<file path="src/rtl/generate_lane_pipe.sv">
// Multi-lane arithmetic combiner: LANES independent add/sub/xor/accumulate lanes
// feeding a STAGES-deep valid/ready pipeline that stalls globally on backpressure.
module generate_lane_pipe #(
    parameter int WIDTH  = 8,
    parameter int LANES  = 4,
    parameter int STAGES = 2
) (
    input  logic                   clk,
    input  logic                   rst,
    input  logic                   in_valid,
    output logic                   in_ready,
    input  logic [1:0]             mode,
    input  logic                   acc_clr,
    input  logic [LANES*WIDTH-1:0] a,
    input  logic [LANES*WIDTH-1:0] b,
    output logic                   out_valid,
    input  logic                   out_ready,
    output logic [LANES*WIDTH-1:0] y,
    output logic [LANES-1:0]       cout,
    output logic [15:0]            txn_count
);

    typedef enum logic [1:0] {
        MODE_ADD = 2'b00,
        MODE_SUB = 2'b01,
        MODE_XOR = 2'b10,
        MODE_ACC = 2'b11
    } mode_e;

    typedef struct packed {
        logic                   valid;
        logic [LANES*WIDTH-1:0] y;
        logic [LANES-1:0]       cout;
    } slice_t;

    mode_e                  mode_sel;
    logic                   en;
    logic                   accept;
    logic                   clr_en;
    logic [LANES*WIDTH-1:0] y_next;
    logic [LANES-1:0]       c_next;
    slice_t                 pipe_d;
    slice_t                 pipe_q [STAGES];
    logic [15:0]            txn_q;
    logic [15:0]            txn_d;

    assign mode_sel = mode_e'(mode);
    assign en       = out_ready || !out_valid;
    assign in_ready = en;
    assign accept   = in_valid && en;
    // A clear is dropped only when a stalled transaction is being offered alongside it.
    assign clr_en   = acc_clr && (en || !in_valid);

    for (genvar i = 0; i < LANES; i++) begin : g_lane
        logic [WIDTH-1:0] a_l;
        logic [WIDTH-1:0] b_l;
        logic [WIDTH-1:0] acc_q;
        logic [WIDTH-1:0] acc_base;
        logic [WIDTH:0]   sum_add;
        logic [WIDTH:0]   diff;
        logic [WIDTH+1:0] sum_acc;
        logic [WIDTH-1:0] y_l;
        logic             c_l;

        assign a_l      = a[i*WIDTH +: WIDTH];
        assign b_l      = b[i*WIDTH +: WIDTH];
        assign acc_base = acc_clr ? '0 : acc_q;
        assign sum_add  = {1'b0, a_l} + {1'b0, b_l};
        assign diff     = {1'b0, a_l} - {1'b0, b_l};
        assign sum_acc  = {2'b00, acc_base} + {2'b00, a_l} + {2'b00, b_l};

        always_comb begin
            // NOTE: defaults first so every path assigns every output; otherwise a latch is inferred.
            y_l = '0;
            c_l = 1'b0;
            case (mode_sel)
                MODE_ADD: begin
                    y_l = sum_add[WIDTH-1:0];
                    c_l = sum_add[WIDTH];
                end
                MODE_SUB: begin
                    y_l = diff[WIDTH-1:0];
                    c_l = diff[WIDTH];
                end
                MODE_XOR: y_l = a_l ^ b_l;
                MODE_ACC: begin
                    y_l = sum_acc[WIDTH-1:0];
                    c_l = |sum_acc[WIDTH+1:WIDTH];
                end
                default: ;
            endcase
        end

        always_ff @(posedge clk or negedge rst) begin
            // NOTE: non-blocking assignments for all clocked state so every register samples pre-edge values.
            if (!rst) begin
                acc_q <= '0;
            end else if (accept && mode_sel == MODE_ACC) begin
                acc_q <= sum_acc[WIDTH-1:0];
            end else if (clr_en) begin
                acc_q <= '0;
            end
        end

        assign y_next[i*WIDTH +: WIDTH] = y_l;
        assign c_next[i]                = c_l;
    end

    always_comb begin
        pipe_d.valid = in_valid;
        pipe_d.y     = y_next;
        pipe_d.cout  = c_next;
    end

    always_ff @(posedge clk or negedge rst) begin
        if (!rst) begin
            // NOTE: data slices are reset too, not just valids, because y/cout must read 0 out of reset.
            for (int s = 0; s < STAGES; s++) pipe_q[s] <= '0;
        end else if (en) begin
            pipe_q[0] <= pipe_d;
            for (int s = 1; s < STAGES; s++) pipe_q[s] <= pipe_q[s-1];
        end
    end

    assign txn_d = accept ? txn_q + 16'd1 : txn_q;

    always_ff @(posedge clk or negedge rst) begin
        if (!rst) txn_q <= '0;
        else      txn_q <= txn_d;
    end

    assign out_valid = pipe_q[STAGES-1].valid;
    assign y         = pipe_q[STAGES-1].y;
    assign cout      = pipe_q[STAGES-1].cout;
    assign txn_count = txn_q;

endmodule

</file>
<file path="config.mk">
export PLATFORM = sky130hd
export DESIGN_NAME = generate_lane_pipe
export DESIGN_NICKNAME = d
export VERILOG_FILES = /design/src/rtl/generate_lane_pipe.sv
export SDC_FILE = /design/constraint.sdc
export NUM_CORES = 1
export LEC_CHECK = 0
export ABC_CLOCK_PERIOD_IN_PS = 4100
export BUFFER_PORTS_ARGS = -buffer_cell sky130_fd_sc_hd__buf_2
export CORE_MARGIN = 5
export CORE_UTILIZATION = 45
export CTS_CLUSTER_DIAMETER = 80
export DETAILED_ROUTE_END_ITERATION = 10
export GPL_TIMING_DRIVEN = 0
export PLACE_DENSITY = 0.61
export RECOVER_POWER = 50
export SETUP_SLACK_MARGIN = 0.4
export SKIP_CTS_REPAIR_TIMING = 1
export SLEW_MARGIN = 10
export SYNTH_ARGS = -nofsm -noshare
export SYNTH_HDL_FRONTEND = slang
export SYNTH_SLANG_ARGS = --single-unit
</file>
<file path="constraint.sdc">
create_clock -name clk -period 4.1 [get_ports clk]
set_input_delay 0.82 -clock clk [delete_from_list [all_inputs] [get_ports clk]]
set_output_delay 0.82 -clock clk [all_outputs]
set_load 0.02 [all_outputs]
</file>
Yosys cells after proc, flatten, opt, wreduce, memory -nomap -nowiden

Cells that the tools add are included.

Word-level logic and storage cells: 65
Memories kept: 0
Latch bits: 0
Output and inout bits: 54
Flip-flop bits (word level): 122
Bits of input ports: 71
Bits in read-only memories: 0
Bits in writable memories: 0

Multiply operators: 0
Shift-type cells: 0
Multiplexer cells: 17
Divide/modulo/power cells: 0
Reductions and logical operators: 13
Bitwise gates (word level): 4
Add/subtract/negate cells: 17
Order comparisons: 0
Equality and inequality tests: 3

Operators by type and width:

| kind                                                             | count |
|---|---|
| 8-bit one-hot mux with 4 select lines                            | 4 |
| 8-bit by 8-bit adder with 9-bit output                           | 8 |
| 8-bit 2-to-1 mux                                                 | 9 |
| 9-bit by 8-bit adder with 10-bit output                          | 4 |
| 8-bit by 8-bit subtractor with 9-bit output                      | 4 |
| 8-bit bitwise XOR                                                | 4 |
| 16-bit by 1-bit adder with 16-bit output (second input constant) | 1 |
| 1-bit one-hot mux with 3 select lines                            | 4 |
| 2-bit OR reduction                                               | 4 |
| 2-bit == test (second input constant)                            | 2 |
| 1-bit logical AND                                                | 3 |
| 2-bit by 1-bit == test with 1-bit output (second input constant) | 1 |
| 1-bit zero test                                                  | 2 |
| 2-bit zero test                                                  | 1 |
| 1-bit logical OR                                                 | 2 |
| 2-bit nonzero test                                               | 1 |

Depth between registers and ports, before layout

Gate-level depths: netlist of run 1.

Depth in word-level cells: 6
Depth in mapped cells: 13

Worst setup path after synthesis of run 1

No wires, ideal clock.

Path kind: input port to flip-flop
Start point: in acc_clr
End point: reg pipe_q[38] (netlist bit)
Data required time: 4.018 ns
Stages: 12
Library setup time: 0.082 ns
Setup slack: 0.596 ns
Arrival time: 3.422 ns
Cells stage by stage: clkbuf_1 > nor2b_1 > fa_1 > inv_1 > fa_1 > nand2b_1 > a21boi_1 > o21ai_1 > and4b_1 > mux2_2 > a221o_1 > a31oi_1

Cells in the longest elaborated chain, start to end: 5

RTL lines:

| element                                 | line | source |
|---|---|---|
| start, declared                         | 13   | `input logic acc_clr,` |
| 8-bit 2-to-1 mux                        | 67   | `assign acc_base = acc_clr ? '0 : acc_q;` |
| 8-bit by 8-bit adder with 9-bit output  | 70   | `assign sum_acc = {2'b00, acc_base} + {2'b00, a_l} + {2'b00, b_l};` |
| 9-bit by 8-bit adder with 10-bit output | 70   |  |
| 2-bit OR reduction                      | 88   | `c_l = \|sum_acc[WIDTH+1:WIDTH];` |
| 1-bit one-hot mux with 3 select lines   | 76   | `case (mode_sel)` |
| end, declared                           | 43   | `slice_t pipe_q [STAGES];` |

No other way between the ends.
A chain may end at the register's enable or synchronous reset.

Final worst setup path of run 1

Start point: in acc_clr
End point: reg pipe_q[45] (netlist bit)

Cells in the longest elaborated chain, start to end: 4

RTL lines:

| element                                 | line |
|---|---|
| 8-bit 2-to-1 mux                        | 67 |
| 8-bit by 8-bit adder with 9-bit output  | 70 |
| 9-bit by 8-bit adder with 10-bit output | 70 |
| 8-bit one-hot mux with 4 select lines   | 76 |

No other way between the ends.

==> results of run 1 <==
[per-stage QoR]
stage	util (%)	power, mW	hold slack (ps)	setup WS [ps]
after global placement	49.8	3.45	453	-368
after floorplan	-	2.89	435	596
after global routing	52.6	5.40	492	375
after detailed placement	49.9	3.49	460	-405
after CTS	52.7	5.11	341	18.6
final	52.6	5.10	465	507
[logic make-up (layout without fill, tap and decap cells)]
kind of cell | count (synthesis) | in the layout | share of synthesized area, %
and+or+nand+nor | 391 | 391 | 17.2
AOI/OAI and AO/OA | 296 | 296 | 19.3
buffers and inverters | 183 | 339 | 8.16
adders and majority gates | 137 | 137 | 20.0
DFF | 122 | 122 | 29.9
xor gates and xnor gates | 46 | 46 | 3.94
muxes | 11 | 11 | 1.51
other | 0 | 1 | 0
[worst min-delay path: cells and delay by family (launching register included)]
family	cells	cell delay, ps
DFF	1	340
and+or+nand+nor	2	90
[Yosys cell counts (14+ instances only)]
cell      count  share of area [%]
dfrtp_1     122                 30
a211oi_1     14                1.0
nor3_1       15               0.73
o21ai_0      40                2.0
inv_1        84                3.1
xnor2_1      36                3.1
a21oi_1      78                3.8
nand3_1      15               0.73
nor2_1       85                3.1
a22o_1       25                2.1
nor2b_1      42                2.6
fa_1         44                8.6
nand2_1     185                6.8
ha_1         93                 11
buf_4        36                2.6
clkbuf_1     33                1.2
o21ai_1      24                1.2
nand2b_1     14               0.86
[how the worst max path moves through the flow]
stage                     cells past startpoint         end  slack (ps)  startpoint
after floorplan                              12  pipe_q[38]         600     acc_clr
after global placement                       14  pipe_q[40]        -370     acc_clr
after detailed placement                     14  pipe_q[40]        -400     acc_clr
after CTS                                    14  pipe_q[40]          20     acc_clr
after global routing                         14  pipe_q[40]         380     acc_clr
final                                        12  pipe_q[45]         510     acc_clr
[layer usage]
metal | track usage [%] | vias to the layer above | share of wire [%]
met5 | 0 | - | 0
met4 | 7.06 | 0 | 2.7
met3 | 4.44 | 43 | 6.9
met2 | 37.7 | 314 | 44
met1 | 33.6 | 4195 | 46
li1 | - | 4351 | -
[area by class of cell]
cell class / count / area (um^2)
Fill cell: 2164 / 10700
Timing Repair Buffer: 124 / 618
Multi-Input combinational cell: 881 / 6350
Sequential cell: 122 / 3050
Clock buffer: 18 / 429
Clock inverter: 14 / 189
Antenna cell: 1 / 2.50
Tap cell: 285 / 357
Inverter: 91 / 342
Buffer: 92 / 499
[state kept, by name (all words and copies together) (netlist names)]
register and count:
out_valid 1, g_lane.acc_q 32, pipe_q 37, txn_count 16, cout 4, y 32
[power by group]
part / total, mW / internal, mW / switching [mW]
Sequential: 1.62 / 1.45 / 0.176
Clock: 1.62 / 0.975 / 0.642
Combinational: 1.86 / 0.759 / 1.10
Total: 5.10 / 3.18 / 1.92
==> metrics.md, run 1 <==
| Metric | Value |
|---|---|
| Outcome | `finished with violations` |
| Failing checks | `max-capacitance violations, max-slew violations` |
| Via count | `8903` |
| Synthesized area per cell | `8.62 um^2` |
| Largest net degree at the start of global routing | `82` |
| Tcrit/Tclk final | `87.6%` |
| Final setup fails | `0` |
| Commonest non-fill, non-tap cell in the layout | `nand2_1` |
| Syn-to-layout area delta | `15.8%` |
| Placed insts | `1595` |
| Post-synth ARST share | `100%` |
| Layout cell share with drive strength beyond 1 | `15.4%` |
| Placed inst area | `11200 um^2` |
| CP Max Fanout | `10` |
| WS Path Type | `primary input to flop` |
| Hpwl dp | `23600 um` |
| Hold Violations, Final | `0` |
| DRT iter0 DRCs | `756` |
| CTS clk-pin slew, worst paths | `60 ps` |
| Finished Layout Cells | `1628` |
| Clk sinks | `122` |
| Ys Warns | `0` |
| Routed wire length | `30700 um` |
| Layout Nets | `1537` |
| Post-synthesis sequential area ratio | `29.9%` |
| Max Cap Viol | `1` |
| Reg2Reg Depth | `12` |
| Site Rows | `55` |
| Max-slew violations | `42` |
| Delay of the slowest critical-path stage | `1030 ps` |
| Critical Path AT | `3950 ps` |
| Final setup TNS | `0 ps` |
| H-tree levels | `4` |
| Post-Syn Nets | `1394` |
| GPL Wtd Cong | `0.922` |
| Critical R2R Capture | `pipe_q[38]` |
| Initial Utilization | `45.4%` |
| Worst path cell trace | `buf_2 -> clkbuf_4 -> nor2b_1 -> fa_1 -> ha_1 -> a21oi_1 -> nor2b_1 -> nor2_1 -> xnor2_1 -> a21oi_1 -> a2111oi_0 -> a21o_1` |
| Cell variety after synth | `71` |
| R2r setup slk | `910 ps` |
| CTS tree | `yes` |
| Crit path max-delay cell type | `a2111oi_0` |
| Critical path's top delay family | `compound AO/OA/AOI/OAI gates` |
| Min cycle time layout | `3590 ps` |
| Vias in the first global route | `8723` |
| Worst hold start | `y[15]` |
| Detailed Routing Iterations Pass 1 | `5` |
| Maximum vdd ir drop | `0.265 mV` |
| Critical path launch point type | `primary input` |
| Post-synthesis cell area | `10200 um^2` |
| CP endpoint kind | `flop` |
| Total GRT Usage | `23.9%` |
| Worst Hold Endpoint | `y[15]` |
| Num ports | `125` |
| DRC | `0` |
| Root Buffer | `clkbuf_16` |
| Drt wl/cell | `18.9 um` |
| Most frequent cells in the layout | `nand2_1 (185), dfrtp_1 (122), buf_2 (112)` |
| Final Cell Area | `11800 um^2` |
| Fmax | `278 MHz` |
| Worst Hold Depth | `2` |
| Number of nets with antenna violations after routing | `0` |
| Max Root-Sink Buffers | `2` |
| RSZ-0062 raised after global routing | `yes` |
| Clock Latency Late Sink | `420 ps` |
| PortBufs | `123` |
| Die area | `25800 um^2` |
| Synth Flop Type | `dfrtp_1` |
| Worst EP required | `4460 ps` |
| CORE AREA | `22500 um^2` |
| Initial antenna violation count | `1` |
| Syn Inst Count | `1186` |
| Total CTS buffers | `17` |
| Pwr Density | `431 nW/um^2` |
| HP Class | `flop to flop` |
| Critical path buffers and inverters | `2` |
| Via density | `5.47` |
| Slew @ Worst Pin | `2660 ps` |
| Die Ht | `161 um` |
| Number of synthesized flops with an enable pin | `0` |
| #FFs+latches synth | `122` |
| Die Wd | `161 um` |
| R2r startpoint | `g_lane[1].acc_q[1]` |
| Lkg Pwr | `5.66 nW` |
| Global-route wire length before repair | `48400 um` |
| Global route overflow | `0` |
| Clock skew | `9.79 ps` |
| Slew HR | `-77.1%` |
(Power assumes the default switching activity.)
==> run 2, diff against run 1 <==
Settings changed: ABC_CLOCK_PERIOD_IN_PS 4100 to 3500.
Clock period 4.1 ns to 3.5 ns, I/O delays scaled along.
==> run 2 against run 1 <==
Die area unchanged; flip-flop and latch count unchanged; power is 17% higher; sequential share of layout area down 0.64 points; the run still ends with max-capacitance violations, max-slew violations left; non-clock buffer count rose by 11; clock power rose by 8%; sequential power increased by 17%; hold slack got worse by 1.5 ps.
==> metrics.md, run 2 (synthesis results as in run 1) <==
| Metric | Value |
|---|---|
| Pwr Density | `490 nW/um^2 (+14%)` |
| WHS | `464 ps (-1.49 ps)` |
| Slew @ Worst Pin | `2610 ps (-47.2 ps)` |
| CP endpoint kind | `flop` |
| Via count | `8973 (+0.79%)` |
| Total GRT Usage | `24.1% (+0.25 points)` |
| Layout cell share with drive strength beyond 1 | `18.8% (+3.5 points)` |
| Final setup fails | `0 (unchanged)` |
| Fmax | `317 MHz` |
| Die area | `25800 um^2 (unchanged)` |
| Die Ht | `161 um (unchanged)` |
| WS Path Type | `primary input to flop` |
| Most used cell, CP | `nor2b_4` |
| Clk sinks | `122 (unchanged)` |
| Critical path launch point type | `primary input` |
| CP Max Fanout | `6 (-4)` |
| Initial Utilization | `45.4% (unchanged)` |
| H-tree levels | `4 (unchanged)` |
| Site Rows | `55 (unchanged)` |
| GPL Wtd Cong | `0.947 (+2.7%)` |
| Slew HR | `-74.0% (+3.1 points)` |
| Worst EP required | `3780 ps (-680 ps)` |
| Final Cell Area | `12100 um^2 (+2.6%)` |
| CTS tree | `yes` |
| Syn-to-layout area delta | `18.7%` |
| Vias in the first global route | `8846 (+1.4%)` |
| CTS clk-pin slew, worst paths | `60 ps (about the same)` |
| Initial antenna violation count | `1 (unchanged)` |
| DRC | `0 (unchanged)` |
| PortBufs | `123 (unchanged)` |
| Drt wl/cell | `19.1 um (+1.2%)` |
| Via density | `5.48 (+0.17%)` |
| Crit path max-delay cell type | `or4_4` |
| Total CTS buffers | `17 (unchanged)` |
| Placed inst area | `11300 um^2 (+0.61%)` |
| Root Buffer | `clkbuf_16` |
| Clock skew | `12.8 ps (+3.00 ps)` |
| Failing checks | `max-capacitance violations, max-slew violations` |
| Max Root-Sink Buffers | `2 (unchanged)` |
| Maximum vdd ir drop | `0.305 mV (+15%)` |
| Critical Path AT | `3430 ps (-520 ps)` |
| Max reg flops | `37 (unchanged)` |
| Num ports | `125 (unchanged)` |
| Logic pwr share | `38.7% (+2.2 points)` |
| Switching Share | `38.5% (+0.92 points)` |
| Outcome | `finished with violations` |
| Part of the power in registers | `31.9% (about the same)` |
| Min cycle time layout | `3150 ps` |
| Ant diodes | `0 (-1)` |
| Max-slew violations | `56 (+33%)` |
| Tcrit/Tclk final | `90.1%` |
| Fin util | `54.0% (+1.3 points)` |
| Layout Nets | `1548 (+0.72%)` |
| HP Class | `flop to flop` |
| Die Wd | `161 um (unchanged)` |
| Pint | `3.65 mW (+15%)` |
| Post-layout power | `5.94 mW (+17%)` |
| Final setup TNS | `0 ps (unchanged)` |
| Switch Pwr | `2.29 mW (+19%)` |
| Hpwl dp | `23800 um (+0.78%)` |
| Worst path cell trace | `buf_12 -> clkbuf_16 -> nor2b_4 -> fa_1 -> ha_4 -> inv_2 -> fa_2 -> nor2b_4 -> o2111ai_2 -> nand2_1 -> or4_4 -> o311ai_4 -> o211a_1 -> o21ai_1` |
| DRT iter0 DRCs | `582 (-23%)` |
| CORE AREA | `22500 um^2 (unchanged)` |
| Commonest non-fill, non-tap cell in the layout | `nand2_1` |
| Largest register by flop count | `pipe_q` |
| Max Cap Viol | `1 (unchanged)` |
| Routed wire length | `31300 um (+1.8%)` |
| Global route overflow | `0 (unchanged)` |
| Lkg Pwr | `5.73 nW (+1.3%)` |
| Clock Latency Late Sink | `420 ps (about the same)` |
| Delay of the slowest critical-path stage | `560 ps (-470 ps)` |
| Detailed Routing Iterations Pass 1 | `5 (unchanged)` |
| Global-route wire length before repair | `48900 um (+0.92%)` |
| Most frequent cells in the layout | `nand2_1 (184), dfrtp_1 (122), buf_2 (108)` |
| Clk pwr share | `29.4% (-2.3 points)` |
| RSZ-0062 raised after global routing | `yes` |
| Number of nets with antenna violations after routing | `0 (unchanged)` |
| Hold Violations, Final | `0 (unchanged)` |
| Largest net degree at the start of global routing | `68 (-17%)` |
==> run 2: cell types whose count changed in the layout (fill, tap and decap cells not counted), moves of 4 or more <==
cell     delta
buf_2       -4
buf_4       +9
ha_1        -7
fa_2        +4
ha_4        +6
nor2b_2     +7
fa_1        -4
nor2b_1     -8
==> run 2: worst paths after layout <==
path,startpoint,end,slack [ps],depth (start not counted)
worst max-delay path,acc_clr,pipe_q[40],350,14
worst min-delay path,y[11],y[11],460,2
worst max register to register,g_lane[3].acc_q[1],pipe_q[40],470,12
worst min register to register,y[11],y[11],460,2
max in group asynchronous,rst,txn_count[13],750,1
min in group asynchronous,rst,y[28],1240,1
==> run 2: cell type report <==
class	count	area, um^2
Clock inverter	15	140
Tap cell	285	357
Inverter	91	342
Clock buffer	17	425
Buffer	92	531
Timing Repair Buffer	135	738
Multi-Input combinational cell	881	6560
Sequential cell	122	3050
Fill cell	2134	10400
==> run 2: through the flow <==
stage          setup slack [ps]  std cells
2_1_floorplan               309       1186
3_3_place_gp               -350       1594
3_5_place_dp               -354       1595
4_1_cts                    50.7       1627
5_1_grt                     172       1638
6_report                    348       1638
==> run 2: per-layer routing <==
metal,track usage (%),part of all wire [%]
met1,33.9,46
met3,4.49,6.9
met4,7.60,2.8
met5,0,0.042
met2,38.0,44
==> run 2: power groups by stage <==
stage / registers, mW / clock network, mW / logic, mW
6_report: 1.90 / 1.75 / 2.30
5_1_grt: 1.93 / 1.83 / 2.54
4_1_cts: 1.90 / 1.77 / 2.20
3_5_place_dp: 1.92 / 0 / 2.18
3_3_place_gp: 1.92 / 0 / 2.15
2_1_floorplan: 1.89 / 0 / 1.50
==> run 2: critical path, delay by kind of cell <==
family	cells	cell delay, ps
adder cells (fa/ha/maj)	3	880
AND/OR/NAND/NOR	4	820
AO/OA/AOI/OAI	4	700
buffers and inverters	3	330
==> run 3, diff against run 2 <==
Settings changed: ABC_CLOCK_PERIOD_IN_PS 3500 to 2800, PLACE_DENSITY 0.61 to 0.64.
Clock period 3.5 ns to 2.8 ns, I/O delays scaled along.
==> run 3 against run 2 <==
The flow finishes with violations (max-capacitance violations, max-slew violations, negative setup slack); final area rose by 7.0%; die area did not move; register-to-register slack got worse by 700 ps; non-clock buffer count rose by 27; core utilization rose by 3.8 points.
==> metrics.md, run 3 (synthesis results as in run 1) <==
| Metric | Value |
|---|---|
| Pint | `4.92 mW (+35%)` |
| H-tree levels | `4 (unchanged)` |
| WHS | `464 ps (+0.344 ps)` |
| Failing checks | `max-capacitance violations, max-slew violations, negative setup slack` |
| Top Metal Used | `met5` |
| Layout cell share with drive strength beyond 1 | `26.2% (+7.3 points)` |
| Pwr Density | `611 nW/um^2 (+25%)` |
| Max Cap Viol | `1 (unchanged)` |
| R2r startpoint | `g_lane[3].acc_q[1]` |
| Part of the power in registers | `30.1% (-1.8 points)` |
| Global route overflow | `0 (unchanged)` |
| Final setup fails | `7 (+7)` |
| Placed insts | `1595 (unchanged)` |
| CORE AREA | `22500 um^2 (unchanged)` |
| Hold Violations, Final | `0 (unchanged)` |
| Clk pwr share | `27.8% (-1.6 points)` |
| Final Cell Area | `13000 um^2 (+7.0%)` |
| Worst EP required | `3080 ps (-700 ps)` |
| Maximum vdd ir drop | `0.392 mV (+29%)` |
| Die Ht | `161 um (unchanged)` |
| Outcome | `finished with violations` |
| Total GRT Usage | `24.4% (+0.27 points)` |
| Switching Share | `38.0% (-0.53 points)` |
| Max reg flops | `37 (unchanged)` |
| Die Wd | `161 um (unchanged)` |
| Clock skew | `13.1 ps (+0.334 ps)` |
| HP Class | `flop to flop` |
| Site Rows | `55 (unchanged)` |
| Met2 wire len | `14800 um (+7.5%)` |
| Ant diodes | `0 (unchanged)` |
| Fill cells | `2079 (-2.6%)` |
| Largest register by flop count | `pipe_q` |
| Initial antenna violation count | `1 (unchanged)` |
| WS Path Type | `flop to flop` |
| Final setup TNS | `-724 ps (-724 ps)` |
| Detailed Routing Iterations Pass 1 | `7 (+2)` |
| GPL Wtd Cong | `0.919 (-3.0%)` |
| Hpwl dp | `24000 um (+0.86%)` |
| Placement Setup Slack | `-882 ps (-528 ps)` |
| DRT iter0 DRCs | `877 (+51%)` |
| Largest net degree at the start of global routing | `82 (+21%)` |
| Min cycle time layout | `3030 ps` |
| Post-layout power | `7.94 mW (+34%)` |
| Commonest non-fill, non-tap cell in the layout | `nand2_1` |
| Critical Path AT | `3320 ps (-110 ps)` |
| Root Buffer | `clkbuf_16` |
| Lkg Pwr | `6.05 nW (+5.6%)` |
| Drt wl/cell | `19.7 um (+3.0%)` |
| Tcrit/Tclk final | `108%` |
| Global-route wire length before repair | `49300 um (+0.79%)` |
| DRC | `0 (unchanged)` |
| Critical Path Start | `g_lane[3].acc_q[1]` |
| Fin util | `57.7% (+3.8 points)` |
| Slew @ Worst Pin | `2090 ps (-517 ps)` |
| Clock Latency Late Sink | `430 ps (about the same)` |
| Syn-to-layout area delta | `27.1%` |
| Finished Layout Cells | `1665 (+1.6%)` |
| CTS tree | `yes` |
| Routed wire length | `32700 um (+4.7%)` |
| Setup WS post-layout | `-235 ps (-582 ps)` |
| Num ports | `125 (unchanged)` |
| DR WL met3 | `2540 um (+18%)` |
| Die area | `25800 um^2 (unchanged)` |
| CP Max Fanout | `2 (-4)` |
| Slew HR | `-39.5% (+34 points)` |
| Clk sinks | `122 (unchanged)` |
| Initial Utilization | `45.4% (unchanged)` |
| Placed inst area | `11500 um^2 (+1.8%)` |
| DRT met1 WL | `14500 um (about the same)` |
| Max-slew violations | `43 (-23%)` |
| Vias in the first global route | `8858 (+0.14%)` |
| Via density | `5.55 (+1.4%)` |
| Layout Nets | `1575 (+1.7%)` |
| Critical path launch point type | `flop` |
| Fmax | `330 MHz` |
| Number of nets with antenna violations after routing | `0 (unchanged)` |
| CP endpoint kind | `flop` |
| PortBufs | `123 (unchanged)` |
| CTS clk-pin slew, worst paths | `60 ps (about the same)` |
| Worst hold start | `y[9]` |
| Total CTS buffers | `17 (unchanged)` |
| Via count | `9245 (+3.0%)` |
| Logic pwr share | `42.0% (+3.3 points)` |
| RSZ-0062 raised after global routing | `yes` |
| Most frequent cells in the layout | `nand2_1 (185), dfrtp_1 (122), buf_2 (113)` |
| Max Root-Sink Buffers | `2 (unchanged)` |
| Switch Pwr | `3.02 mW (+32%)` |
==> run 3: power groups by stage <==
stage | registers [mW] | clock network, mW | logic, mW
after floorplan | 2.37 | 0 | 1.96
after global placement | 2.40 | 0 | 2.77
after detailed placement | 2.41 | 0 | 2.83
after CTS | 2.38 | 2.23 | 2.85
after global routing | 2.43 | 2.29 | 3.64
final | 2.39 | 2.21 | 3.34
==> run 3: path summary, 6_finish.rpt <==
path	end	slack, ps	cells past startpoint
setup / recovery	pipe_q[40]	-230	12
hold / removal	y[9]	460	2
setup reg to reg	pipe_q[40]	-230	12
hold reg to reg	y[9]	460	2
max in group asynchronous	g_lane[2].acc_q[4]	320	2
min in group asynchronous	y[28]	880	1
==> run 3: per-layer routing <==
metal	GRT usage, %	vias up
met5	0	-
met4	7.52	2
met3	4.62	67
met2	38.4	354
met1	34.3	4405
li1	-	4417
==> run 3: worst max-delay path, stage by stage (launching register included) <==
cell,delay (ps)
dfrtp_1,380
nor2b_4,130
fa_1,480
ha_4,200
inv_2,50
fa_2,230
nor2b_4,50
o2111ai_2,240
nand2_1,100
or4_4,490
o311ai_2,270
o211a_1,200
o21ai_1,60
==> run 3: area by class of cell <==
class / instances / area, um^2 / area share, %
multi-input combinational: 881 / 7130 / 54.9
sequential: 122 / 3050 / 23.5
inverter: 91 / 342 / 2.63
tap: 285 / 357 / 2.74
clock inverter: 12 / 116 / 0.896
clock buffer: 20 / 467 / 3.59
buffer: 92 / 567 / 4.36
timing repair buffer: 162 / 963 / 7.42
